File: src/rtl/aib_deskew_pkg.sv
// Shared types and helpers for the AIB deskew controller: FSM state encoding,
// the default 102-lane / 4-group lane map and the saturating target multiply.
package aib_deskew_pkg;

  typedef enum logic [1:0] {
    ST_IDLE = 2'd0,
    ST_LOAD = 2'd1,
    ST_RAMP = 2'd2,
    ST_DONE = 2'd3
  } state_t;

  localparam int DEF_NUM_CH  = 102;
  localparam int DEF_NUM_GRP = 4;
  localparam int DEF_GRP_W   = 2;

  // Round-robin assignment: lane m belongs to group m mod 4.
  function automatic logic [DEF_NUM_CH*DEF_GRP_W-1:0] default_lane_grp();
    logic [DEF_NUM_CH*DEF_GRP_W-1:0] map;
    map = '0;
    for (int m = 0; m < DEF_NUM_CH; m++) begin
      map[m*DEF_GRP_W +: DEF_GRP_W] = DEF_GRP_W'(m % DEF_NUM_GRP);
    end
    return map;
  endfunction

  localparam logic [DEF_NUM_CH*DEF_GRP_W-1:0] DEFAULT_LANE_GRP = default_lane_grp();

  // Group index times step, clipped to the largest code; the product of a
  // group index and a code always fits in the 32-bit intermediate.
  function automatic int unsigned sat_mul(input int unsigned grp,
                                          input int unsigned step,
                                          input int unsigned lim);
    int unsigned prod;
    prod = grp * step;
    return (prod > lim) ? lim : prod;
  endfunction

endpackage

File: src/rtl/aib_deskew_grp_ramp.sv
// One skew group's current code: either loads the target outright or walks
// toward it one LSB per step strobe, clamped at both ends of the code range.
module aib_deskew_grp_ramp
  import aib_deskew_pkg::*;
#(
  parameter int CODE_W = 4
) (
  input  logic              clk,
  input  logic              rst_n,
  input  logic              load,
  input  logic              step,
  input  logic [CODE_W-1:0] tgt,
  output logic [CODE_W-1:0] cur
);

  logic [CODE_W-1:0] cur_p0;

  always_ff @(posedge clk) begin
    if (!rst_n) begin
      cur_p0 <= '0;
    end else if (load) begin
      cur_p0 <= tgt;
    end else if (step && (cur_p0 != tgt)) begin
      if ((cur_p0 < tgt) && (cur_p0 != '1)) begin
        cur_p0 <= cur_p0 + CODE_W'(1);
      end else if ((cur_p0 > tgt) && (cur_p0 != '0)) begin
        cur_p0 <= cur_p0 - CODE_W'(1);
      end
    end
  end

  assign cur = cur_p0;

endmodule

File: src/rtl/aib_deskew_ctrl.sv
// AIB deskew controller: per-group skew targets, optional paced ramp and a
// registered per-lane output mux. Define AIB_DESKEW_RAMP_EN for paced ramping.
module aib_deskew_ctrl
  import aib_deskew_pkg::*;
#(
  parameter int NUM_CH   = 102,
  parameter int NUM_GRP  = 4,
  parameter int CODE_W   = 4,
  parameter int RAMP_DIV = 4,
  localparam int GRP_W   = (NUM_GRP > 1) ? $clog2(NUM_GRP) : 1
) (
  input  logic                    avmm_clk,
  input  logic                    avmm_rst_n,
  input  logic                    deskew_en,
  input  logic                    deskew_ovrd,
  input  logic [CODE_W-1:0]       deskew_step,
  input  logic [CODE_W-1:0]       deskew_data,
  input  logic [NUM_CH*GRP_W-1:0] lane_grp,
  input  logic                    deskew_upd,
  output logic [NUM_CH*CODE_W-1:0] deskew_out,
  output logic                    deskew_busy,
  output logic                    deskew_done
);

  localparam int unsigned      CODE_MAX = (1 << CODE_W) - 1;
  localparam logic [GRP_W-1:0] GRP_LAST = GRP_W'(NUM_GRP - 1);

  if ((RAMP_DIV < 1) || (RAMP_DIV > 255)) begin : g_div_range
    $error("aib_deskew_ctrl: RAMP_DIV must be within 1..255");
  end

  state_t              state, state_nxt;
  logic                en_q;
  logic [CODE_W-1:0]   step_q;
  logic [CODE_W-1:0]   tgt [NUM_GRP];
  logic [CODE_W-1:0]   cur [NUM_GRP];
  logic [GRP_W-1:0]    sel [NUM_CH];
  logic [NUM_CH*CODE_W-1:0] out_p1;
  logic                ramp_tick;
  logic                load_all;
  logic                ramp_done;

  // Stage 0: control state, latched request and per-group targets
  always_ff @(posedge avmm_clk) begin
    if (!avmm_rst_n) begin
      state <= ST_IDLE;
    end else begin
      state <= state_nxt;
    end
  end

  always_ff @(posedge avmm_clk) begin
    if (!avmm_rst_n) begin
      en_q   <= 1'b0;
      step_q <= '0;
    end else if (deskew_upd) begin
      en_q   <= deskew_en;
      step_q <= deskew_step;
    end
  end

  always_ff @(posedge avmm_clk) begin
    if (!avmm_rst_n) begin
      for (int g = 0; g < NUM_GRP; g++) tgt[g] <= '0;
    end else if (state == ST_LOAD) begin
      for (int g = 0; g < NUM_GRP; g++) begin
        tgt[g] <= en_q ? CODE_W'(sat_mul(g, int'(step_q), CODE_MAX)) : '0;
      end
    end
  end

`ifdef AIB_DESKEW_RAMP_EN
  logic [7:0] div;
  logic       all_at;

  // The divider only runs in RAMP, so every re-entry through LOAD restarts it.
  always_ff @(posedge avmm_clk) begin
    if (!avmm_rst_n) begin
      div <= '0;
    end else if ((state != ST_RAMP) || ramp_tick) begin
      div <= '0;
    end else begin
      div <= div + 8'd1;
    end
  end

  always_comb begin
    all_at = 1'b1;
    for (int g = 0; g < NUM_GRP; g++) begin
      if (cur[g] != tgt[g]) all_at = 1'b0;
    end
  end

  assign ramp_tick = (state == ST_RAMP) && (div == 8'(RAMP_DIV - 1));
  assign load_all  = 1'b0;
  assign ramp_done = all_at;
`else
  assign ramp_tick = 1'b0;
  assign load_all  = (state == ST_RAMP);
  assign ramp_done = 1'b1;
`endif

  always_comb begin
    state_nxt = state;
    case (state)
      ST_IDLE: if (deskew_upd) state_nxt = ST_LOAD;
      ST_LOAD: state_nxt = ST_RAMP;
      ST_RAMP: if (ramp_done) state_nxt = ST_DONE;
      ST_DONE: state_nxt = ST_IDLE;
      default: state_nxt = ST_IDLE;
    endcase
    if (deskew_upd) state_nxt = ST_LOAD;
  end

  always_comb begin
    deskew_busy = (state == ST_LOAD) || (state == ST_RAMP);
    deskew_done = (state == ST_DONE);
  end

  for (genvar g = 0; g < NUM_GRP; g++) begin : g_grp
    aib_deskew_grp_ramp #(
      .CODE_W (CODE_W)
    ) u_ramp (
      .clk   (avmm_clk),
      .rst_n (avmm_rst_n),
      .load  (load_all),
      .step  (ramp_tick),
      .tgt   (tgt[g]),
      .cur   (cur[g])
    );
  end

  // Out-of-range group numbers fall back to the last group.
  always_comb begin
    for (int m = 0; m < NUM_CH; m++) begin
      sel[m] = lane_grp[m*GRP_W +: GRP_W];
      if (sel[m] > GRP_LAST) sel[m] = GRP_LAST;
    end
  end

  // Stage 1: registered lane codes
  always_ff @(posedge avmm_clk) begin
    if (!avmm_rst_n) begin
      out_p1 <= '0;
    end else begin
      for (int m = 0; m < NUM_CH; m++) begin
        out_p1[m*CODE_W +: CODE_W] <= deskew_ovrd ? deskew_data : cur[sel[m]];
      end
    end
  end

  assign deskew_out = out_p1;

endmodule

File: config.mk
export PLATFORM = sky130hd
export DESIGN_NAME = aib_deskew_ctrl
export DESIGN_NICKNAME = d
export VERILOG_FILES = /design/src/rtl/aib_deskew_pkg.sv /design/src/rtl/aib_deskew_grp_ramp.sv /design/src/rtl/aib_deskew_ctrl.sv
export SDC_FILE = /design/constraint.sdc
export NUM_CORES = 1
export LEC_CHECK = 0
export CAP_MARGIN = 5
export CORE_AREA = 2 2 242 244
export CTS_CLUSTER_SIZE = 12
export DETAILED_ROUTE_END_ITERATION = 6
export DIE_AREA = 0 0 244 246
export DONT_BUFFER_PORTS = 1
export GPL_TIMING_DRIVEN = 0
export PLACE_DENSITY = 0.61
export SLEW_MARGIN = 0
export SYNTH_ARGS = -nofsm -noshare
export SYNTH_HDL_FRONTEND = slang
export SYNTH_SLANG_ARGS = --single-unit
File: constraint.sdc
create_clock -name avmm_clk -period 1.6 [get_ports avmm_clk]
set_clock_uncertainty 0.2 [all_clocks]
set_input_delay 0.16 -clock avmm_clk [delete_from_list [all_inputs] [get_ports avmm_clk]]
set_output_delay 0.16 -clock avmm_clk [all_outputs]
set_load 0.02 [all_outputs]
==> results.ini, run 1 <==
[worst_setup_path]
cp_slowest_stage_delay_ps = 500
cp.required_ps = 1890
critPathArrivalTime_ps = 2080
crit_chain = clkbuf_1 > mux2_4 > a221oi_4 > nor2_2
critPathKind = flip-flop to flip-flop
worstSetupEndpointType = flip-flop
crit_path_start_kind = flip-flop
cpMaxStageDelayCell = clkbuf_1
cp_max_fo = 10

[timing]
rsz0062_at_grt = true
whs_ps = -305
max_freq_mhz = 562
worstMarginPinSlew_ps = 1190
setup_violations = 330
period_needed_ps = 1780
slew_headroom = 0.210
setup_ws_ps = -181
setup_tns_ps = -23710
finalMaxSlewViolations = 0
finalHoldViolCount = 12
post-route-period-util = 1.11

[floorplan]
die_h_um = 246
die_w_um = 244
dieArea_sq_um = 60000
start_util = 0.374
core_area_sq_um = 57400
pin_count = 627
row_count = 88

[finish]
fin_nets = 2632
syn2layout_area_growth_pct = 44.1
layout_common_cells = 411 x dfxtp_1, 391 x nor2_1, 336 x a221oi_2
layout.cells.most_common = dfxtp_1
layout-drive-gt1-share = 0.463
postLayoutCoreUtil = 0.539

[placement]
globalplace.congestion = 0.932
dpl.hpwl_um = 61700
port_buffers = 0
post-place-ws_ps = -647

[logic_synthesis]
synth.area.top_cells = dfxtp_1 40%, mux2_2 21%, a221oi_1 13%
yosysWarnings = 0
syn-cell-area_sq_um = 21500
synth_top_area_share = 0.398
synth-seq-area-share = 0.413
ys_ff_latch = 437
syn_inst = 2073
synth.distinct_cells = 28
synth.avg_cell_area_sq_um = 10.3
syn_nets = 2302
yosysTopAreaCell = dfxtp_1

[clock_network]
numCtsBuffers = 48
cts_sinks = 437
clk_pin_slew_ps = 60
clk_path_buf_depth = 3
cts.htree.levels = 2
cts_tree = built
root_buffer = clkbuf_16
clk_latency_ps = 590

[route]
drt-total-wl_um = 95900
dr.pass1.iters = 5
drt-initial-drc-count = 1488
avgRoutedWirePerCell_um = 29.9
ant_nets = 0
vias = 20100
drc = 0
viasPerCell = 6.26

[pwr]
p_total_uw = 28000
p_leak_uw = 0.0126
powerDensity_nw_per_um2 = 907
vdd_ir_drop_max_mv = 0.890

[run_status]
outcome = finished, violations left
violations = negative hold slack, negative setup slack

[grt]
grt_pass1_vias = 20100
grt_pass1_wl_um = 133000
grt_max_degree = 13
grt_usage = 0.289
antenna_found_initial = 7
overflow = 0

[worst_hold_path]
hold_path_class = input pin to flip-flop

[job]
maxCapViolations = 0

==> Yosys cell counts <==
master and count:
a21o_1 1, a21oi_1 5, a221oi_1 320, a221oi_2 88, a31oi_1 4, buf_1 12, buf_2 80, buf_4 2
buf_6 17, clkbuf_1 109, clkbuf_2 7, dfxtp_1 426, edfxtp_1 11, fa_1 1, ha_1 11, inv_1 9
inv_2 1, mux2_2 408, mux2i_1 16, nand2b_1 1, nand3_1 1, nor2_1 417, nor2b_1 118, nor3b_1 1
o21a_1 1, o21ai_1 4, xnor2_1 1, xor2_1 1
==> final timing paths <==
kind / startpoint / end / slack (ps) / depth (start not counted)
max: g_grp[3].u_ramp.cur[0]$_SDFFE_PN0N_ / deskew_out[60]$_SDFF_PN0_ / -180 / 4
min: lane_grp[30] / deskew_out[63]$_SDFF_PN0_ / -300 / 3
max reg2reg: g_grp[3].u_ramp.cur[0]$_SDFFE_PN0N_ / deskew_out[60]$_SDFF_PN0_ / -180 / 4
min reg2reg: tgt[3][2]$_SDFFCE_PN0P_ / g_grp[3].u_ramp.cur[2]$_SDFFE_PN0N_ / 310 / 2
==> critical path, delay by kind of cell (launching register included) <==
| kind | cells | cell delay [ps] |
|---|---|---|
| multiplexers | 1 | 290 |
| AO/OA/AOI/OAI | 1 | 60 |
| AND/OR/NAND/NOR | 1 | 210 |
| buffers and inverters | 1 | 500 |
| flip-flops | 1 | 430 |
==> layer usage <==
metal	track usage	up-vias	routed length (um)
li1	-	8509	-
met1	0.350	9936	36600
met2	0.474	1295	45500
met3	0.0668	315	8220
met4	0.161	2	5460
met5	0	-	13
==> cells by family (layout without fill, tap and decap cells) <==
family                     count (synthesis)  in the layout  synth area share
buffers and inverters                    237            597            0.0528
muxes                                    424            424             0.222
and+or+nand+nor                          538            538             0.108
AOI/OAI and AO/OA                        423            423             0.196
DFF                                      437            437             0.413
adders and majority gates                 12             12           0.00735
xor gates and xnor gates                   2              2          0.000817
other                                      0              5                 0
==> sequential cells by signal, indices dropped and copies added, names as in the netlist <==
signal and count:
tgt 11, state 2, deskew_out 408, en_q 1, g_grp.u_ramp.cur 11, step_q 4
==> metrics by stage <==
step	instances	cell area (sq um)
after global routing	3203	30900
after global placement	2838	22400
after detailed placement	2838	22400
final	3203	30900
after floorplan	2073	21500
after CTS	3166	28500
==> cell type report <==
| cell class | count | area [sq um] |
|---|---|---|
| Multi-Input combinational cell | 1399 | 14200 |
| Clock inverter | 16 | 204 |
| Tap cell | 765 | 957 |
| Inverter | 10 | 40.0 |
| Sequential cell | 437 | 8910 |
| Timing Repair Buffer | 280 | 3260 |
| Buffer | 227 | 2000 |
| Clock buffer | 64 | 1310 |
| Fill cell | 4766 | 26500 |
| Antenna cell | 5 | 12.5 |
==> where the power goes <==
group	switching, uW	total [uW]	internal (uW)
Combinational	2560	4360	1800
Clock	4600	11000	6380
Sequential	1130	12700	11600
Total	8290	28000	19700
==> timing repair <==
item                                    4_1_cts  5_1_grt
endpoints found under the hold margin       431       34
pin swaps                                    55      182
setup buffers                                 4       11
cloned                                       12       19
endpoints found under the setup margin      441      437
gates resized for setup                     435      409
hold buffers                                232        2
No activity file was read; power rests on OpenSTA's default activity.
==> inputs of run 2 (changes only) <==
--- a/config.mk
+++ b/config.mk
@@ -13,6 +13,7 @@
 export DONT_BUFFER_PORTS = 1
 export GPL_TIMING_DRIVEN = 0
 export PLACE_DENSITY = 0.61
+export REMOVE_ABC_BUFFERS = 1
 export SLEW_MARGIN = 0
 export SYNTH_ARGS = -nofsm -noshare
 export SYNTH_HDL_FRONTEND = slang
==> results.ini, run 2 (same netlist as run 1, synthesis figures left out) <==
[worst_setup_path]
r2r_start = g_grp[2].u_ramp.cur[3]$_SDFFE_PN0N_
r2r_setup_slack_ps = -200  ; -20 ps
crit_start = g_grp[2].u_ramp.cur[3]$_SDFFE_PN0N_
cp_max_fo = 7  ; -3
worstSetupEndpointType = flip-flop
cp_top_family = flip-flops
cp_num_cells = 5  ; +1
r2r-end = deskew_out[167]$_SDFF_PN0_
r2r_cells = 5  ; +1
cp_slowest_stage_delay_ps = 400  ; -100 ps
cpMaxStageDelayCell = dfxtp_4
critPathArrivalTime_ps = 2050  ; -30 ps
crit_top_cell = buf_12
cp-endpoint = deskew_out[167]$_SDFF_PN0_
crit_chain = buf_12 > buf_12 > mux2_4 > a221oi_2 > nor2_1
crit_buf_inv = 2  ; +1
critPathKind = flip-flop to flip-flop
crit_path_start_kind = flip-flop
cp.required_ps = 1850  ; -40 ps

[grt]
grt_pass1_wl_um = 138000  ; +3.6%
overflow = 0  ; unchanged
grt_max_degree = 410  ; +397
grt_usage = 0.308  ; +0.0185
antenna_found_initial = 8  ; +1
grt_pass1_vias = 19700  ; -1.8%

[timing]
rsz0062_at_grt = true
slew_headroom = 0.182  ; -0.0280
setup_violations = 325  ; -1.5%
whs_ps = -496  ; -191 ps
max_freq_mhz = 555  ; -1.2%
post-route-period-util = 1.13  ; +0.0139
worstMarginPinSlew_ps = 1230  ; +42.0 ps
finalHoldViolCount = 313  ; +301
period_needed_ps = 1800  ; +22.3 ps
finalMaxSlewViolations = 0  ; unchanged
setup_ws_ps = -203  ; -22.3 ps

[finish]
layout-drive-gt1-share = 0.474  ; +0.0113
syn2layout_area_growth_pct = 44.8
layout_common_cells = 410 x nor2_1, 408 x dfxtp_1, 351 x a221oi_2
largest_reg_flops = 408  ; unchanged
layout.cells.most_common = nor2_1
fin_nets = 2486  ; -5.5%
num-fill-cells = 4675  ; -1.9%

[job]
maxCapViolations = 0  ; unchanged

[clock_network]
cts_tree = built
numCtsBuffers = 49  ; +2.1%
cts.htree.levels = 2  ; unchanged
clk_pin_slew_ps = 60  ; about the same
cts_sinks = 437  ; unchanged
clk_latency_ps = 580  ; about the same
clk_path_buf_depth = 3  ; unchanged
root_buffer = clkbuf_16

[worst_hold_path]
hold_path_class = input pin to flip-flop

[route]
avgRoutedWirePerCell_um = 35.2  ; +18%
viasPerCell = 6.60  ; +5.4%
drt-initial-drc-count = 1622  ; +9.0%
drt-total-wl_um = 108000  ; +13%
drc = 0  ; unchanged
dr.pass1.iters = 5  ; unchanged
ant_nets = 0  ; unchanged
vias = 20300  ; +0.96%

[placement]
dpl.hpwl_um = 47800  ; -22%
globalplace.congestion = 0.918  ; -1.5%
port_buffers = 0  ; unchanged

[run_status]
violations = negative hold slack, negative setup slack
outcome = finished, violations left

[floorplan]
dieArea_sq_um = 60000  ; unchanged
die_w_um = 244  ; unchanged
core_area_sq_um = 57400  ; unchanged
pin_count = 627  ; unchanged
row_count = 88  ; unchanged
die_h_um = 246  ; unchanged
start_util = 0.374  ; unchanged

[pwr]
vdd_ir_drop_max_mv = 0.825  ; -7.3%
p_total_uw = 28100  ; +0.15%
p_leak_uw = 0.0127  ; +0.75%
powerDensity_nw_per_um2 = 904  ; -0.34%

[run 2: power breakdown]
part | switching [uW] | internal [uW] | leakage (uW)
registers | 1170 | 11600 | 0.00366
clock network | 4760 | 6560 | 0.000801
logic | 2180 | 1840 | 0.00827
total | 8110 | 20000 | 0.0127
[run 2: final cells by class]
cell class	instances	area (sq um)	share of cell area
multi-input combinational	1399	14100	0.455
sequential	437	8920	0.287
timing repair buffer	360	5390	0.174
clock buffer	76	1490	0.0480
tap	765	957	0.0308
clock inverter	15	115	0.00371
inverter	10	42.5	0.00137
antenna	7	17.5	0.000564
[run 2: worst min path at each step]
stage,startpoint,to,depth (start not counted)
after floorplan,deskew_upd,state[1]$_SDFFE_PP0P_,1
after global placement,deskew_upd,state[1]$_SDFFE_PP0P_,1
after detailed placement,deskew_upd,state[1]$_SDFFE_PP0P_,1
after CTS,avmm_rst_n,state[0]$_SDFFE_PN0P_,1
after global routing,avmm_rst_n,state[0]$_SDFFE_PN0P_,1
final,avmm_rst_n,state[0]$_SDFFE_PN0P_,1
[run 2: metrics by stage]
step | std cells | TNS, ps | instance area [sq um] | setup WS (ps) | util
after floorplan | 1846 | -1197880 | 20400 | -3620 | -
after global routing | 3064 | -26910 | 31000 | -192 | 0.541
final | 3069 | -15680 | 31100 | -203 | 0.541
after global placement | 2611 | -2929480 | 21300 | -8270 | 0.372
after CTS | 2996 | -15200 | 28200 | -148 | 0.492
after detailed placement | 2642 | -89960 | 22100 | -593 | 0.386
[run 2: repair_timing]
| action | CTS | global route |
|---|---|---|
| endpoints found under the hold margin | 448 | 443 |
| hold buffers | 165 | 12 |
| setup endpoints to repair | 397 | 387 |
| gates resized for setup | 233 | 358 |
| pin swaps | 64 | 115 |
| buffers inserted | 67 | 31 |
| gates cloned | 31 | 37 |
[run 2: routing by layer]
| layer | track usage | up-vias | share of wire |
|---|---|---|---|
| li1 | - | 8224 | - |
| met1 | 0.366 | 10100 | 0.37 |
| met2 | 0.503 | 1505 | 0.46 |
| met3 | 0.0838 | 434 | 0.10 |
| met4 | 0.171 | 6 | 0.065 |
| met5 | 0 | - | 0.00034 |
